$ cat src/rtl/alu_cmd_if.sv
// Command and result handshake bundle for alu_cmd_queue.
// master = command producer / result consumer, slave = the queue.
interface alu_cmd_if;
    logic        in_valid;
    logic        in_ready;
    logic [2:0]  in_f;
    logic [31:0] in_a;
    logic [31:0] in_b;
    logic        out_valid;
    logic        out_ready;
    logic [31:0] out_r;
    logic [2:0]  out_f;

    modport master (
        output in_valid, in_f, in_a, in_b, out_ready,
        input  in_ready, out_valid, out_r, out_f
    );

    modport slave (
        input  in_valid, in_f, in_a, in_b, out_ready,
        output in_ready, out_valid, out_r, out_f
    );
endinterface

$ cat src/rtl/alu_cmd_queue.sv
// Command FIFO feeding an external combinational ALU, with a registered result stage.
// Optional ALU_CMD_CNT_EN adds a 16-bit completed-result counter (done_cnt).
module alu_cmd_queue #(
    parameter int DEPTH = 4
) (
    input  logic                     clk,
    input  logic                     rst_n,
    alu_cmd_if.slave                 cmd,
    output logic [2:0]               alu_f,
    output logic [31:0]              alu_a,
    output logic [31:0]              alu_b,
    input  logic [31:0]              alu_r,
`ifdef ALU_CMD_CNT_EN
    output logic [15:0]              done_cnt,
`endif
    output logic [$clog2(DEPTH):0]   level
);

    localparam int PTR_W = $clog2(DEPTH);
    localparam int LVL_W = PTR_W + 1;

    logic [2:0]       mem_f [DEPTH];
    logic [31:0]      mem_a [DEPTH];
    logic [31:0]      mem_b [DEPTH];
    logic [PTR_W-1:0] wr_ptr;
    logic [PTR_W-1:0] rd_ptr;
    logic [LVL_W-1:0] level_q;
    logic             out_valid_q;
    logic [31:0]      out_r_q;
    logic [2:0]       out_f_q;
    logic             push;
    logic             pop;
    logic             not_empty;

    assign not_empty    = (level_q != '0);
    // in_ready depends only on registered occupancy, never on out_ready
    assign cmd.in_ready = rst_n && (level_q != LVL_W'(DEPTH));
    assign push         = cmd.in_valid && cmd.in_ready;
    assign pop          = not_empty && (!out_valid_q || cmd.out_ready);

    assign alu_f = not_empty ? mem_f[rd_ptr] : 3'd0;
    assign alu_a = not_empty ? mem_a[rd_ptr] : 32'd0;
    assign alu_b = not_empty ? mem_b[rd_ptr] : 32'd0;

    always_ff @(posedge clk) begin
        if (push) begin
            mem_f[wr_ptr] <= cmd.in_f;
            mem_a[wr_ptr] <= cmd.in_a;
            mem_b[wr_ptr] <= cmd.in_b;
        end
    end

    always_ff @(posedge clk) begin
        if (!rst_n) begin
            wr_ptr  <= '0;
            rd_ptr  <= '0;
            level_q <= '0;
        end else begin
            if (push) wr_ptr <= wr_ptr + PTR_W'(1);
            if (pop)  rd_ptr <= rd_ptr + PTR_W'(1);
            case ({push, pop})
                2'b10:   level_q <= level_q + LVL_W'(1);
                2'b01:   level_q <= level_q - LVL_W'(1);
                default: level_q <= level_q;
            endcase
        end
    end

    always_ff @(posedge clk) begin
        if (!rst_n) begin
            out_valid_q <= 1'b0;
            out_r_q     <= 32'd0;
            out_f_q     <= 3'd0;
        end else if (pop) begin
            out_valid_q <= 1'b1;
            out_r_q     <= alu_r;
            out_f_q     <= mem_f[rd_ptr];
        end else if (out_valid_q && cmd.out_ready) begin
            out_valid_q <= 1'b0;
        end
    end

`ifdef ALU_CMD_CNT_EN
    always_ff @(posedge clk) begin
        if (!rst_n)
            done_cnt <= 16'd0;
        else if (out_valid_q && cmd.out_ready)
            done_cnt <= done_cnt + 16'd1;
    end
`endif

    assign cmd.out_valid = out_valid_q;
    assign cmd.out_r     = out_r_q;
    assign cmd.out_f     = out_f_q;
    assign level         = level_q;

endmodule

$ cat src/flat_wrapper.sv
// flat-port wrapper written by rule: the top's interface ports become plain ports
module alu_cmd_queue_flat 
#(
    parameter int DEPTH = 4
)
  (clk, rst_n, alu_f, alu_a, alu_b, alu_r, level, cmd_in_valid, cmd_in_f, cmd_in_a, cmd_in_b, cmd_out_ready, cmd_in_ready, cmd_out_valid, cmd_out_r, cmd_out_f);
  alu_cmd_if cmd_i ();
  input  logic clk;
  input  logic rst_n;
  output logic [2:0] alu_f;
  output logic [31:0] alu_a;
  output logic [31:0] alu_b;
  input  logic [31:0] alu_r;
  output logic [$clog2(DEPTH):0] level;
  input wire logic [$bits(cmd_i.in_valid)-1:0] cmd_in_valid;
  input wire logic [$bits(cmd_i.in_f)-1:0] cmd_in_f;
  input wire logic [$bits(cmd_i.in_a)-1:0] cmd_in_a;
  input wire logic [$bits(cmd_i.in_b)-1:0] cmd_in_b;
  input wire logic [$bits(cmd_i.out_ready)-1:0] cmd_out_ready;
  output wire logic [$bits(cmd_i.in_ready)-1:0] cmd_in_ready;
  output wire logic [$bits(cmd_i.out_valid)-1:0] cmd_out_valid;
  output wire logic [$bits(cmd_i.out_r)-1:0] cmd_out_r;
  output wire logic [$bits(cmd_i.out_f)-1:0] cmd_out_f;
  assign cmd_i.in_valid = cmd_in_valid;
  assign cmd_i.in_f = cmd_in_f;
  assign cmd_i.in_a = cmd_in_a;
  assign cmd_i.in_b = cmd_in_b;
  assign cmd_i.out_ready = cmd_out_ready;
  assign cmd_in_ready = cmd_i.in_ready;
  assign cmd_out_valid = cmd_i.out_valid;
  assign cmd_out_r = cmd_i.out_r;
  assign cmd_out_f = cmd_i.out_f;
  alu_cmd_queue #(.DEPTH(DEPTH)) u_core (.clk(clk), .rst_n(rst_n), .cmd(cmd_i), .alu_f(alu_f), .alu_a(alu_a), .alu_b(alu_b), .alu_r(alu_r), .level(level));
endmodule
$ cat config.mk
export PLATFORM = sky130hd
export DESIGN_NAME = alu_cmd_queue_flat
export DESIGN_NICKNAME = d
export VERILOG_FILES = /design/src/rtl/alu_cmd_if.sv /design/src/rtl/alu_cmd_queue.sv /design/src/flat_wrapper.sv
export SDC_FILE = /design/constraint.sdc
export NUM_CORES = 1
export LEC_CHECK = 0
export ABC_CLOCK_PERIOD_IN_PS = 2900
export BUFFER_PORTS_ARGS = -buffer_cell sky130_fd_sc_hd__buf_2
export CORE_MARGIN = 4
export CORE_UTILIZATION = 40
export DETAILED_ROUTE_END_ITERATION = 16
export HOLD_SLACK_MARGIN = 0.03
export PLACE_DENSITY = 0.65
export SYNTH_ARGS = -nofsm -noshare
export SYNTH_HDL_FRONTEND = slang
export SYNTH_SLANG_ARGS = --single-unit
$ cat constraint.sdc
create_clock -name clk -period 2.9 [get_ports clk]
set_clock_uncertainty 0.1 [all_clocks]
set_input_delay 0.145 -clock clk [delete_from_list [all_inputs] [get_ports clk]]
set_output_delay 0.145 -clock clk [all_outputs]
set_load 0.01 [all_outputs]
* Word level (Yosys, flattened, before mapping)
Memories as Yosys holds them, arrays and structs flattened. A register that Yosys moved wholly into a read port is not among the register bits.
Index checks and enable logic that the tools add are counted.
** Cells by class
- Add/subtract/negate cells :: 4
- Eq/ne operators :: 3
- Muxes and demuxes :: 14
- Reduce and logical (&&, ||, !) cells :: 9
** Operators by type and width (count)
- $mux 32 :: 2
- $mux 2 :: 6
- $pmux 3 s2 :: 1
- $add 2x1->2 const B :: 2
- $logic_and 1x1->1 :: 4
- $mux 1 :: 4
- $reduce_bool 2->1 :: 2
- $add 3x1->3 const B :: 1
- $mux 3 :: 1
- $ne 3x3->1 const B :: 1
- $reduce_bool 3->1 :: 1
- $sub 3x1->3 const B :: 1
- $eq 2x1->1 const B :: 1
- $eq 2x2->1 const B :: 1
- $logic_not 1->1 :: 1
- $logic_or 1x1->1 :: 1
** Word-level totals
- Register bits :: 43
- Bits in writable memories :: 268
- Input port bits :: 103
- Output and inout port bits :: 107
- Word-level logic and storage cells :: 39
- Memories :: 3
** Memories
- u_core.mem_a :: depth 4, width 32, read ports 1, clocked after Yosys merged registers in 1, wr ports 1, RTL line alu_cmd_queue.sv:23 : logic [31:0] mem_a [DEPTH];
- u_core.mem_b :: depth 4, width 32, read ports 1, clocked after Yosys merged registers in 1, wr ports 1, RTL line alu_cmd_queue.sv:24 : logic [31:0] mem_b [DEPTH];
- u_core.mem_f :: depth 4, width 3, read ports 1, clocked after Yosys merged registers in 1, wr ports 1, RTL line alu_cmd_queue.sv:22 : logic [2:0] mem_f [DEPTH];

* Logic depth before layout (Yosys ltp)
- Depth after elaboration :: 5
- Mapped depth :: 10

* Worst setup path before layout
No wires, ideal clock.
- Path kind :: reg2reg
- Start point :: register u_core.level_q[0], in the netlist u_core.level[0]
- End point :: memory u_core.mem_a[1][0], enable pin
- Arrival :: 2579 ps
- Data required time :: 2368 ps
- Setup slack :: -211 ps
- Cell stages (with the launch flop) :: 4
- Path buffers :: 0
- Period minus slack after synthesis :: 3111 ps
- Cell sequence :: dfxtp_1 -> nor2_1 -> a211oi_2 -> and2_1
** Between the ends
- Longest elaborated chain between the ends :: 5
** RTL lines
- from (decl) :: RTL line alu_cmd_queue.sv:27 : logic [LVL_W-1:0] level_q;
- from (signal assigned) :: RTL line alu_cmd_queue.sv:62 : 2'b10: level_q <= level_q + LVL_W'(1);
- from (signal assigned) :: RTL line alu_cmd_queue.sv:63 : 2'b01: level_q <= level_q - LVL_W'(1);
- from (signal assigned) :: RTL line alu_cmd_queue.sv:64 : default: level_q <= level_q;
- $ne 3x3->1 :: RTL line alu_cmd_queue.sv:37 : assign cmd.in_ready = rst_n && (level_q != LVL_W'(DEPTH));
- $logic_and 1x1->1 :: RTL line alu_cmd_queue.sv:37
- $logic_and 1x1->1 :: RTL line alu_cmd_queue.sv:38 : assign push = cmd.in_valid && cmd.in_ready;
- $mux 1 :: RTL line alu_cmd_queue.sv:46 : if (push) begin
- $mux 1 (not written as such) :: RTL line alu_cmd_queue.sv:48 : mem_a[wr_ptr] <= cmd.in_a;
- to (decl) :: RTL line alu_cmd_queue.sv:23
Every way passes these cells.

* Worst setup path in the final report
- Start point :: register u_core.level_q[2], in the netlist u_core.level[2]
- End point :: output port alu_a[9]
** Between the ends
- Longest elaborated chain between the ends :: 2
** RTL lines
- $reduce_bool 3->1 :: RTL line alu_cmd_queue.sv:35 : assign not_empty = (level_q != '0);
- $mux 32 :: RTL line alu_cmd_queue.sv:42 : assign alu_a = not_empty ? mem_a[rd_ptr] : 32'd0;
- to (decl) :: RTL line flat_wrapper.sv:11 : output logic [31:0] alu_a;
Every way passes these cells.

==> results.cfg <==
[global_route]
grt_start_max_net_pins = 65
antenna_found_initial = 1
overflow = 0
grt_use_total_pct = 15.2
grt_pass1_vias = 7250
grt_pass1_wl_mm = 40.2

[placement]
place.gp.congestion = 0.787
place_area_um2 = 13500
io_buffers = 209
post-dp-hpwl_mm = 14.8

[synth]
synth_nets = 753
ys_seq_area_share_pct = 74.7
synth_edf_count = 268
ys_seq_elements = 313
yosys_warnings = 0
synthArstFlopShare_pct = 0
post_synth_inst_count = 644
synth_top_flop_cell = edfxtp_1
avgSynthCellArea_um2 = 18.6
yosysUniqueCellTypes = 24
syn_area_um2 = 12000

[drt]
avgViaCountPerCell = 5.00
drt_wl_total_mm = 25.1
drc = 0
ant_nets = 0
drt_first_pass_iters = 4
wl_per_cell_um = 18.2
dr_total_vias = 6911
drt_iter0_drc = 309

[floorplanning]
core_area_um2 = 29600
die_h_um = 181
io_pins = 210
rows = 63
dieArea_um2 = 32800
fp.dieW_um = 181
start_util_pct = 40.5

[cts]
tritoncts = done
cts.sinks = 313
cts_inserted_buffers = 34
clk_latency_ps = 480
clockBufferDepth = 3
postCtsSetupRepairBufs = 0
cts-root-buf = clkbuf_16
h-tree-depth = 2
clk_pin_slew_ps = 60
cts_resized = 0

[power_and_ir_drop]
max-vdd-ir-drop_v = 0.000730
finalPower_w = 0.0135
p_leak_nw = 5.62
pwr_density_cell_nw_per_um2 = 869
intPower_w = 0.00958
clkPwrFrac_pct = 30.0
p_seq_share_pct = 41.1
p_sw_w = 0.00395
switching_share_pct = 29.2
power_frac_comb_pct = 28.9

[worst_setup_path]
cp-start-kind = flip-flop
cp.required_ps = 2650
criticalPathCategory = flip-flop to output port
cp_slowest_cell = or3_4
cp_max_fo = 64
end_kind = output port
critPathMaxStageDelay_ps = 660
worst-r2r-setup-slack_ps = 540
path_cells = or3_4, buf_4, and2_1, buf_2
arrival_ps = 2240

[status]
outcome = finished, final reports clean

[timing]
finalCritPeriodShare_pct = 85.6
drv_slew = 0
setup_violations = 0
post-route-min-period_ps = 2480
relSlewSlack_pct = 51.3
hold_viol = 0
rsz0062_at_grt = false
tightest_slew_ps = 730
finalSetupTns_ps = 0
clock.fmax_mhz = 403

[finish]
mostFrequentLayoutCell = edfxtp_1
synthToLayoutAreaGrowth_pct = 30.0
final_cell_mix = 268 x edfxtp_1, 209 x buf_2, 102 x dlygate4sd3_1
drive_above_1_share_pct = 35.3
nets = 1076
final_area_um2 = 15600

[worst_hold_path]
hold_path_class = input pin to flip-flop

[flow_run]
cap_violations = 0
-- cells by family after synthesis --
group,Yosys count,synth area share [%]
buffers and inverters,52,2.38
multiplexers,70,12.9
AO/OA/AOI/OAI,79,3.37
XOR/XNOR,2,0.146
flip-flops,313,74.7
AND/OR/NAND/NOR,122,5.82
adder cells (fa/ha/maj),6,0.690
-- critical path: cells and delay by family, from the launching register on --
family	cells	cell delay [ps]
DFF	1	470
buffers and inverters	2	440
and+or+nand+nor	2	810
-- synth_stat cells (4+ instances only) --
master	n	area share [%]
and2_1	71	3.7
clkbuf_1	24	0.75
nand3_1	36	1.5
inv_1	9	0.28
buf_12	4	0.67
nor2_1	5	0.16
edfxtp_1	268	67
o21ai_0	31	1.3
a21oi_1	41	1.7
ha_1	5	0.52
o21ai_1	6	0.25
dfxtp_1	45	7.5
buf_2	14	0.59
mux4_2	67	13
-- power by group through the flow --
stage | logic (W) | clock network [W] | registers [W]
floorplan | 0.00251 | 0 | 0.00563
global placement | 0.00383 | 0 | 0.00564
detailed placement | 0.00385 | 0 | 0.00566
CTS | 0.00398 | 0.00419 | 0.00557
global route | 0.00429 | 0.00439 | 0.00561
finish | 0.00390 | 0.00406 | 0.00556
-- stage by stage --
step | std cells | hold slack, ps | util [%] | setup WS (ps)
finish | 1381 | 208 | 52.7 | 417
global route | 1381 | 210 | 52.7 | 236
CTS | 1380 | 167 | 52.7 | 358
detailed placement | 1219 | 262 | 45.6 | 517
global placement | 1219 | 261 | 45.6 | 601
floorplan | 644 | 144 | - | 506
-- layer usage --
layer	up-vias	routed length, µm	track usage [%]	part of all wire (%)
li1	3181	-	-	-
met1	3476	10800	20.1	43
met2	213	12400	25.9	49
met3	41	1550	3.30	6.1
met4	0	476	3.69	1.9
met5	-	0	0	0
-- area by class of cell --
class                      count  area, µm²
antenna                        1       2.50
clock buffer                  43        926
clock inverter                16        126
fill                        2389      14000
inverter                       9       33.8
multi-input combinational    279       2760
sequential                   313       8960
tap                          390        488
timing repair buffer         330       2270
-- registers in the layout (all words and copies together), names as in the netlist, 2 cells and up, named ones only --
register          count
u_core.mem_b        128
u_core.mem_a        128
u_core.wr_ptr         2
u_core.cmd.out_f      3
u_core.rd_ptr         2
u_core.level          3
u_core.cmd.out_r     32
u_core.mem_f         12
-- worst paths after layout --
| check | startpoint | to | cells after the start |
|---|---|---|---|
| setup / recovery | u_core.level[2]$_SDFFE_PN0P_ | alu_a[9] | 4 |
| hold / removal | cmd_out_ready | u_core.cmd.out_r[31]$_SDFFE_PN0P_ | 5 |
| setup reg to reg | u_core.level[0]$_SDFFE_PN0P_ | u_core.level[2]$_SDFFE_PN0P_ | 9 |
| hold reg to reg | u_core.cmd.out_r[6]$_SDFFE_PN0P_ | u_core.cmd.out_r[6]$_SDFFE_PN0P_ | 2 |
-- repair_timing --
item                                    CTS  global route
hold endpoints to repair                304             0
hold buffers                            102             0
endpoints found under the setup margin    0             0
Note: power is estimated with default switching activity, not from simulation.
